File: config.mk
export PLATFORM = sky130hd
export DESIGN_NAME = gs_writeback_unit
export DESIGN_NICKNAME = d
export VERILOG_FILES = /design/src/rtl/gs_writeback_unit.sv
export SDC_FILE = /design/constraint.sdc
export NUM_CORES = 1
export LEC_CHECK = 0
export BUFFER_PORTS_ARGS = -buffer_cell sky130_fd_sc_hd__buf_2
export CORE_ASPECT_RATIO = 1.75
export CORE_UTILIZATION = 50
export DETAILED_ROUTE_END_ITERATION = 10
export PLACE_DENSITY = 0.82
export SYNTH_ARGS = -nofsm -noshare
export SYNTH_HDL_FRONTEND = slang
export SYNTH_SLANG_ARGS = --single-unit
File: constraint.sdc
create_clock -name clk -period 3.62 [get_ports clk]
set_input_delay 0.543 -clock clk [delete_from_list [all_inputs] [get_ports clk]]
set_output_delay 0.543 -clock clk [all_outputs]
set_load 0.05 [all_outputs]
File: src/rtl/gs_writeback_unit.sv
// gs_writeback_unit: register-file writeback for the EX and LSU result paths,
// with a small load-response FIFO, load data formatting and a busy scoreboard.
module gs_writeback_unit #(
  parameter int LSU_FIFO_DEPTH = 2
) (
  input  logic        clk,
  input  logic        rst,
  // EX result handshake
  input  logic        ex_valid,
  output logic        ex_ready,
  input  logic [4:0]  ex_rd_addr,
  input  logic [31:0] ex_rd_data,
  // LSU load response handshake
  input  logic        lsu_valid,
  output logic        lsu_ready,
  input  logic [4:0]  lsu_rd_addr,
  input  logic [31:0] lsu_rdata,
  input  logic [2:0]  lsu_funct3,
  input  logic [1:0]  lsu_byte_off,
  // decode issue marks rd busy
  input  logic        issue_valid,
  input  logic [4:0]  issue_rd,
  // scoreboard query
  input  logic [4:0]  rs1_addr,
  input  logic [4:0]  rs2_addr,
  output logic        rs1_busy,
  output logic        rs2_busy,
  input  logic        flush,
  // register-file write ports
  output logic        wb_ex_wen,
  output logic [4:0]  wb_ex_addr,
  output logic [31:0] wb_ex_data,
  output logic        wb_lsu_wen,
  output logic [4:0]  wb_lsu_addr,
  output logic [31:0] wb_lsu_data
);

  localparam int AW = (LSU_FIFO_DEPTH > 2) ? $clog2(LSU_FIFO_DEPTH) : 1;
  localparam logic [AW:0] FULL_CNT = (AW+1)'(LSU_FIFO_DEPTH);

  typedef struct packed {
    logic [4:0]  rd;
    logic [31:0] data;
  } lsu_ent_t;

  // Load data is formatted on the way in so the FIFO only stores the final word.
  function automatic logic [31:0] lsu_fmt(input logic [31:0] w, input logic [2:0] f3,
                                          input logic [1:0] off);
    logic [7:0]  b;
    logic [15:0] h;
    b = w[{off, 3'b000} +: 8];
    h = off[1] ? w[31:16] : w[15:0];
    case (f3)
      3'b000:  lsu_fmt = {{24{b[7]}}, b};
      3'b001:  lsu_fmt = {{16{h[15]}}, h};
      3'b100:  lsu_fmt = {24'b0, b};
      3'b101:  lsu_fmt = {16'b0, h};
      default: lsu_fmt = w;
    endcase
  endfunction

  lsu_ent_t      fifo_mem [LSU_FIFO_DEPTH];
  logic [AW-1:0] wr_ptr, rd_ptr;
  logic [AW:0]   count;
  logic          empty, full, push, pop, ex_acc;
  lsu_ent_t      head;
  logic [31:0]   busy, busy_nxt;

  assign empty = (count == '0);
  assign full  = (count == FULL_CNT);
  assign head  = fifo_mem[rd_ptr];

  // The FIFO drains one entry every cycle it holds anything.
  assign pop       = !empty && !flush;
  assign lsu_ready = !rst && !full && !flush;
  assign push      = lsu_valid && lsu_ready;

  // Hold EX back when the popping load targets the same rd, so the load's
  // (older) write lands first and the EX write overwrites it a cycle later.
  assign ex_ready = !rst && !flush &&
                    !(pop && (head.rd == ex_rd_addr) && (ex_rd_addr != 5'd0));
  assign ex_acc   = ex_valid && ex_ready;

  // FIFO storage: written on push only, no reset needed.
  always_ff @(posedge clk) begin
    if (push) fifo_mem[wr_ptr] <= '{rd: lsu_rd_addr, data: lsu_fmt(lsu_rdata, lsu_funct3, lsu_byte_off)};
  end

  // FIFO pointers and occupancy; flush empties it.
  always_ff @(posedge clk or posedge rst) begin
    if (rst) begin
      wr_ptr <= '0;
      rd_ptr <= '0;
      count  <= '0;
    end else if (flush) begin
      wr_ptr <= '0;
      rd_ptr <= '0;
      count  <= '0;
    end else begin
      if (push) wr_ptr <= wr_ptr + 1'b1;
      if (pop)  rd_ptr <= rd_ptr + 1'b1;
      case ({push, pop})
        2'b10:   count <= count + 1'b1;
        2'b01:   count <= count - 1'b1;
        default: count <= count;
      endcase
    end
  end

  // EX write port: one-cycle registered copy of the accepted result.
  always_ff @(posedge clk or posedge rst) begin
    if (rst) begin
      wb_ex_wen  <= 1'b0;
      wb_ex_addr <= '0;
      wb_ex_data <= '0;
    end else begin
      wb_ex_wen <= ex_acc && (ex_rd_addr != 5'd0);
      if (ex_acc) begin
        wb_ex_addr <= ex_rd_addr;
        wb_ex_data <= ex_rd_data;
      end
    end
  end

  // LSU write port: registered copy of the FIFO head popped this cycle.
  always_ff @(posedge clk or posedge rst) begin
    if (rst) begin
      wb_lsu_wen  <= 1'b0;
      wb_lsu_addr <= '0;
      wb_lsu_data <= '0;
    end else begin
      wb_lsu_wen <= pop && (head.rd != 5'd0);
      if (pop) begin
        wb_lsu_addr <= head.rd;
        wb_lsu_data <= head.data;
      end
    end
  end

  // Scoreboard next state: clears from this cycle's writes, then issue set wins.
  always_comb begin
    busy_nxt = busy;
    if (wb_ex_wen)  busy_nxt[wb_ex_addr]  = 1'b0;
    if (wb_lsu_wen) busy_nxt[wb_lsu_addr] = 1'b0;
    if (issue_valid && (issue_rd != 5'd0)) busy_nxt[issue_rd] = 1'b1;
    busy_nxt[0] = 1'b0;
  end

  // Scoreboard register; flush wipes every pending mark.
  always_ff @(posedge clk or posedge rst) begin
    if (rst)        busy <= '0;
    else if (flush) busy <= '0;
    else            busy <= busy_nxt;
  end

  assign rs1_busy = busy[rs1_addr];
  assign rs2_busy = busy[rs2_addr];

endmodule
==> flow_summary_export.csv, run 1 <==
group,metric,value,unit
cts,clock_latency,430,ps
critical_path,cp_slowest_cell,"dfrtp_2",
routing,viasPerCell,5.71,
final_layout,drive_above_1_share,0.328,
cts,post_cts_buffers,0,
routing,drt-total-wl,21300,µm
power_and_ir_drop,irDropWorstVdd,0.000362,V
synth,async_reset_ff_frac,0.600,
critical_path,cp.arrival,2590,ps
critical_path,timing.rr.end,"wb_ex_data[22]$_DFFE_PP0P_",
floorplanning,ios,180,
routing,drt_iter0_drc,331,
synth,ys.warnings.count,0,
synth,synth_area_per_cell,12.3,µm²
flow_run,cap_viol_max_count,0,
global_routing,grt_pass1_vias,6342,
routing,drc_errors,0,
critical_path,reg2regPathDepth,6,
final_layout,final_util,0.609,
synth,synth_edf_count,74,
global_routing,grt_pass1_wl,33400,µm
critical_path,regToRegSetupSlack,940,ps
synth,ys_types,39,
final_layout,final-seq-area,5000,µm²
critical_path,r2r_start,"rd_ptr$_DFFE_PP0P_",
power_and_ir_drop,power_density,569,nW/µm²
final_layout,multi_input_area,3320,µm²
sta,finalCritPeriodShare,0.866,
critical_path,crit_required,3080,ps
routing,ant_nets,0,
min_path,hp-class,"in -> async",
floorplanning,die_area,17700,µm²
routing,via_count,6273,
sta,drv_slew,0,
floorplanning,rows,63,
placement,hpwl,15600,µm
cts,ctsHoldBuffers,0,
floorplanning,initial_core_util,0.509,
synth,ys_ff_latch,185,
synth,seq_area_frac_synth,0.582,
final_layout,final_cells,1098,
cts,post_cts_resized,0,
final_layout,fillers,1427,
run_status,outcome,"complete, no violations",
global_routing,grt_max_degree,76,
cts,h-tree-depth,4,
sta,period_minus_slack,3130,ps
sta,tightest_slew,1180,ps
global_routing,gr-total-overflow,0,
placement,dp.cells,1066,
power_and_ir_drop,finalPower,5.84,mW
sta,fmax,319,MHz
final_layout,antenna_cells,0,
critical_path,critPathCaptureType,"output pin",
placement,globalplace.congestion,0.983,
sta,rsz0062_at_grt,"false",
floorplanning,fp.dieH,175,µm
final_layout,area_growth,19.6,%
synth,synth_area,8590,µm²
critical_path,crit_family,"flip-flops",
global_routing,globalRouteTotalUtil,0.253,
sta,tns,0,ps
routing,firstDrtPassIters,5,
global_routing,antenna_found_initial,2,
cts,tritoncts,"done",
power_and_ir_drop,power_leakage,4.42,nW
critical_path,critical_path_class,"reg -> out",
final_layout,nets,958,
floorplanning,die_width,101,µm
sta,hold_viol_final,0,
cts,clk_pin_slew,70,ps
cts,cts_buffer_depth,2,
sta,slew_headroom,0.215,
cts,cts_made_buffers,17,
routing,wire_per_inst,19.4,µm
sta,finalSetupViolations,0,
critical_path,cpPeakStageDelay,780,ps
placement,io_buffers,179,
floorplanning,coreArea,16900,µm²
synth,synth_fp_nets,796,
sta,finClkSkew,11.5,ps
critical_path,path_buf_inv,1,
critical_path,critPathLaunchType,"register",
synth,synthFlopType,"dfrtp_1",
critical_path,crit_chain,"mux2i_4 > xnor2_1 > or3_1 > nor2_1 > nor3_1 > buf_2",
critical_path,critPathMaxFanout,22,
synth,netlist_instances,696,
cts,cts_root_buf,"clkbuf_16",
cts,cts.sinks,185,
-- where the power goes --
group	internal, mW	leakage (nW)	total, mW	switching, mW
Sequential	2.38	2.08	2.53	0.151
Combinational	0.374	2.03	1.33	0.954
Clock	1.18	0.308	1.98	0.802
Total	3.94	4.42	5.84	1.91
-- worst register-to-register path, stage by stage (launching register included) --
cell     delay (ps)
dfrtp_2         780
mux2i_4         410
xnor2_1         100
or3_1           360
o21ba_2         220
buf_4           320
mux2_4          390
-- worst max-delay path by stage --
stage | cells after the start | from | slack, ps | endpoint
finish | 6 | rd_ptr$_DFFE_PP0P_ | 490 | ex_ready
detailed placement | 5 | rs2_addr[0] | 790 | rs2_busy
floorplan | 4 | flush | 10 | fifo_mem[0][0]$_DFFE_PP_
global route | 6 | rd_ptr$_DFFE_PP0P_ | 360 | ex_ready
global placement | 5 | rs2_addr[0] | 790 | rs2_busy
CTS | 6 | rd_ptr$_DFFE_PP0P_ | 460 | ex_ready
-- routing by layer --
layer | up-vias | GRT usage | share of wire
met1 | 3054 | 0.268 | 0.34
li1 | 2896 | - | -
met2 | 260 | 0.464 | 0.55
met4 | 2 | 0.144 | 0.051
met5 | - | 0 | 0.00052
met3 | 61 | 0.0402 | 0.054
-- cells by family (layout without fill, tap and decap cells) --
group | after synthesis | after routing | share of synthesized area
AND/OR/NAND/NOR | 213 | 213 | 0.109
buffers and inverters | 55 | 230 | 0.0316
XOR/XNOR | 7 | 7 | 0.00714
multiplexers | 98 | 98 | 0.161
AO/OA/AOI/OAI | 138 | 138 | 0.109
flip-flops | 185 | 185 | 0.582
-- through the flow --
step	setup WS [ps]	area, µm²	hold WS (ps)
2_1_floorplan	11.0	8590	483
3_3_place_gp	794	9630	457
3_5_place_dp	787	9630	466
4_1_cts	462	10300	292
5_1_grt	361	10300	291
6_report	486	10300	285
-- cells in the final DEF, fill, tap and decap left out, types with 2 or more instances in the layout --
master     count
clkbuf_16     17
a31oi_1        7
a221o_1        7
dfrtp_1      110
mux4_2        18
buf_2        179
and3_1         7
clkinv_4       3
buf_4         10
mux2_2        12
nor2_1        54
a22oi_1       62
nor3b_1       12
nand2_1      110
o21ai_0       48
edfxtp_1      74
inv_6          2
nor3_1        13
nand2b_1       2
nor2b_1        3
xor2_1         6
a21oi_1        2
inv_1          7
o22a_1         7
bufinv_16      4
mux2_4        30
mux2i_1       37
and3b_1        6
clkinv_1       2
-- synthesized netlist by cell type (all sizes together) (7+ instances only) --
master / n / area (µm²)
nor2: 55 / 206
edfxtp: 74 / 2220
nor3: 13 / 65.1
nor3b: 12 / 90.1
mux2: 42 / 586
and3: 7 / 43.8
o22a: 7 / 61.3
buf: 9 / 98.8
a221o: 7 / 70.1
nand2: 110 / 413
inv: 8 / 30.0
dfrtp: 111 / 2780
o21ai: 48 / 240
mux2i: 38 / 393
a22oi: 62 / 465
a31oi: 7 / 43.8
mux4: 18 / 405
clkbuf: 38 / 143
-- flip-flops by register name (all words and copies together), names as in the netlist --
register / flops
wb_ex_data: 32
wb_lsu_addr: 5
wb_lsu_data: 32
wb_ex_addr: 5
fifo_mem: 74
count: 2
wb_ex_wen: 1
wr_ptr: 1
busy: 31
rd_ptr: 1
wb_lsu_wen: 1
-- layout make-up --
class	instances	share of cell area
clock buffers	18	0.0428
clock inverters	14	0.0190
inverters	8	0.00317
multi-input cells	456	0.324
flip-flops and latches	185	0.487
well taps	227	0.0277
repair buffers	190	0.0965
Note: power is estimated with default switching activity, not from simulation.
==> inputs of run 2 (changes only) <==
--- a/config.mk
+++ b/config.mk
@@ -5,6 +5,7 @@
 export SDC_FILE = /design/constraint.sdc
 export NUM_CORES = 1
 export LEC_CHECK = 0
+export ABC_AREA = 1
 export BUFFER_PORTS_ARGS = -buffer_cell sky130_fd_sc_hd__buf_2
 export CORE_ASPECT_RATIO = 1.75
 export CORE_UTILIZATION = 50
==> flow_summary_export.csv, run 2 <==
group,metric,value,unit
run_status,outcome,"complete, no violations",
power_and_ir_drop,power_leakage,4.74,nW
synth,async_reset_ff_frac,0.600,
sta,drv_slew,0,
synth,synth_top_area_cell,"dfrtp_1",
floorplanning,coreArea,17000,µm²
synth,synth_area_leaders,"dfrtp_1, edfxtp_1, nand2_1",
sta,slew_headroom,0.218,
final_layout,largest_reg_flops,74,
critical_path,critical_path_class,"reg -> out",
critical_path,reg2regPathDepth,10,
final_layout,final_util,0.610,
routing,ant_nets,0,
sta,setup_ws,704,ps
final_layout,mostFrequentLayoutCell,"nand2_1",
sta,rsz0062_at_grt,"false",
global_routing,globalRouteTotalUtil,0.267,
sta,finalCritPeriodShare,0.806,
placement,hpwl,17200,µm
cts,cts.sinks,185,
cts,post_cts_buffers,0,
global_routing,gr-total-overflow,0,
placement,globalplace.congestion,1.00,
power_and_ir_drop,finalPower,5.67,mW
sta,hold_ws,231,ps
synth,seq_area_frac_synth,0.570,
floorplanning,die_area,18100,µm²
critical_path,crit_required,3080,ps
synth,ys_top_cells_by_count,"nand2_1, dfrtp_1, inv_1",
global_routing,grt_pass1_wl,36700,µm
global_routing,antenna_found_initial,1,
placement,io_buffers,179,
final_layout,final-seq-area,5000,µm²
floorplanning,fp.dieH,177,µm
sta,finClkSkew,7.05,ps
global_routing,grt_max_degree,74,
synth,ys_ff_latch,185,
cts,clk_pin_slew,70,ps
cts,cts_made_buffers,17,
final_layout,final_cell_mix,"nand2_1, buf_2, dfrtp_1",
floorplanning,ios,180,
critical_path,cp.arrival,2370,ps
synth,synth_top_area_frac,0.317,
routing,drt_iter0_drc,356,
final_layout,area_growth,18.4,%
final_layout,multi_input_area,3230,µm²
floorplanning,die_width,102,µm
sta,period_minus_slack,2920,ps
final_layout,reg.largest.list,"fifo_mem: 74 flops, wb_ex_data: 32 flops, wb_lsu_data: 32 flops",
sta,finalSetupViolations,0,
critical_path,critPathLaunchType,"register",
sta,tightest_slew,1160,ps
routing,viasPerCell,5.60,
final_layout,drive_above_1_share,0.194,
global_routing,grt_pass1_vias,7499,
sta,fmax,343,MHz
min_path,hp-class,"in -> async",
sta,tns,0,ps
final_layout,fillers,1509,
critical_path,timing.rr.end,"wb_ex_data[16]$_DFFE_PP0P_",
routing,firstDrtPassIters,7,
sta,hold_viol_final,0,
synth,synth_area,8770,µm²
cts,cts_root_buf,"clkbuf_16",
routing,drt-total-wl,23300,µm
placement,dp_slack,948,ps
final_layout,nets,1250,
cts,post_cts_resized,0,
synth,yosysMostFrequentCell,"nand2_1",
routing,wire_per_inst,16.8,µm
power_and_ir_drop,power_density,546,nW/µm²
cts,h-tree-depth,4,
floorplanning,initial_core_util,0.515,
synth,synthFlopType,"dfrtp_1",
final_layout,max_flop_register,"fifo_mem",
cts,tritoncts,"done",
cts,clock_latency,420,ps
critical_path,critPathMaxFanout,42,
synth,synth_area_per_cell,8.82,µm²
critical_path,r2r_start,"rd_ptr$_DFFE_PP0P_",
synth,netlist_instances,994,
cts,cts_buffer_depth,2,
synth,ys.warnings.count,0,
critical_path,critPathCaptureType,"output pin",
critical_path,regToRegSetupSlack,1080,ps
synth,synth_edf_count,74,
synth,ys_types,29,
floorplanning,rows,63,
cts,ctsHoldBuffers,0,
routing,via_count,7789,
synth,synth_fp_nets,1094,
routing,drc_errors,0,
power_and_ir_drop,irDropWorstVdd,0.000308,V
flow_run,cap_viol_max_count,0,
==> run 2: cell count changes after synthesis, sizes merged, moves of 18 or more <==
cell,change
a21oi,+37
mux4,-18
nand4,+36
inv,+68
mux2i,-38
nand2,+205
o221ai,+31
a22oi,-59
nand3,+75
mux2,-42
a31oi,+25
==> run 2: area by class of cell <==
cell class / count / share of cell area
flip-flops and latches: 185 / 0.481
multi-input cells: 678 / 0.311
repair buffers: 188 / 0.0940
clock buffers: 22 / 0.0450
inverters: 80 / 0.0296
well taps: 227 / 0.0273
clock inverters: 10 / 0.0112
diodes: 1 / 0.000241
==> run 2: layer usage <==
| metal | share of wire | global-route usage |
|---|---|---|
| met2 | 0.54 | 0.485 |
| met5 | 0.00056 | 0 |
| met4 | 0.057 | 0.158 |
| met1 | 0.34 | 0.273 |
| met3 | 0.059 | 0.0604 |
==> run 2: critical path, stage by stage, from the launching register on <==
cell	delay [ps]
dfrtp_1	640
inv_6	220
nand2_1	140
nand2_1	90
nand2_1	70
nand2_1	40
nor2_1	110
nand3_2	240
nand2_1	130
inv_1	40
buf_2	210
==> run 2: where the power goes <==
| group | internal [mW] | leakage [nW] | switching, mW | total, mW |
|---|---|---|---|---|
| combinational | 0.299 | 2.38 | 1.03 | 1.33 |
| sequential | 2.38 | 2.07 | 0.127 | 2.50 |
| clock | 1.07 | 0.294 | 0.772 | 1.84 |
==> run 2: how the worst max path moves through the flow <==
stage | from | endpoint | slack (ps) | depth (start not counted)
floorplan | flush | fifo_mem[1][0]$_DFFE_PP_ | -540 | 4
global placement | rs2_addr[0] | rs2_busy | 1010 | 10
detailed placement | rs2_addr[0] | rs2_busy | 950 | 10
CTS | rd_ptr$_DFFE_PP0P_ | ex_ready | 650 | 10
global route | rd_ptr$_DFFE_PP0P_ | ex_ready | 480 | 10
finish | rd_ptr$_DFFE_PP0P_ | ex_ready | 700 | 10
==> run 2: per-stage QoR <==
stage | instances | instance area [µm²]
final | 1391 | 10400
after global routing | 1390 | 10400
after CTS | 1390 | 10400
after detailed placement | 1358 | 9800
after global placement | 1358 | 9800
after floorplan | 994 | 8770
==> run 2: kinds of logic after synthesis <==
family,Yosys count,synth area share
buffers and inverters,131,0.0641
flip-flops,185,0.570
AO/OA/AOI/OAI,162,0.118
AND/OR/NAND/NOR,516,0.248
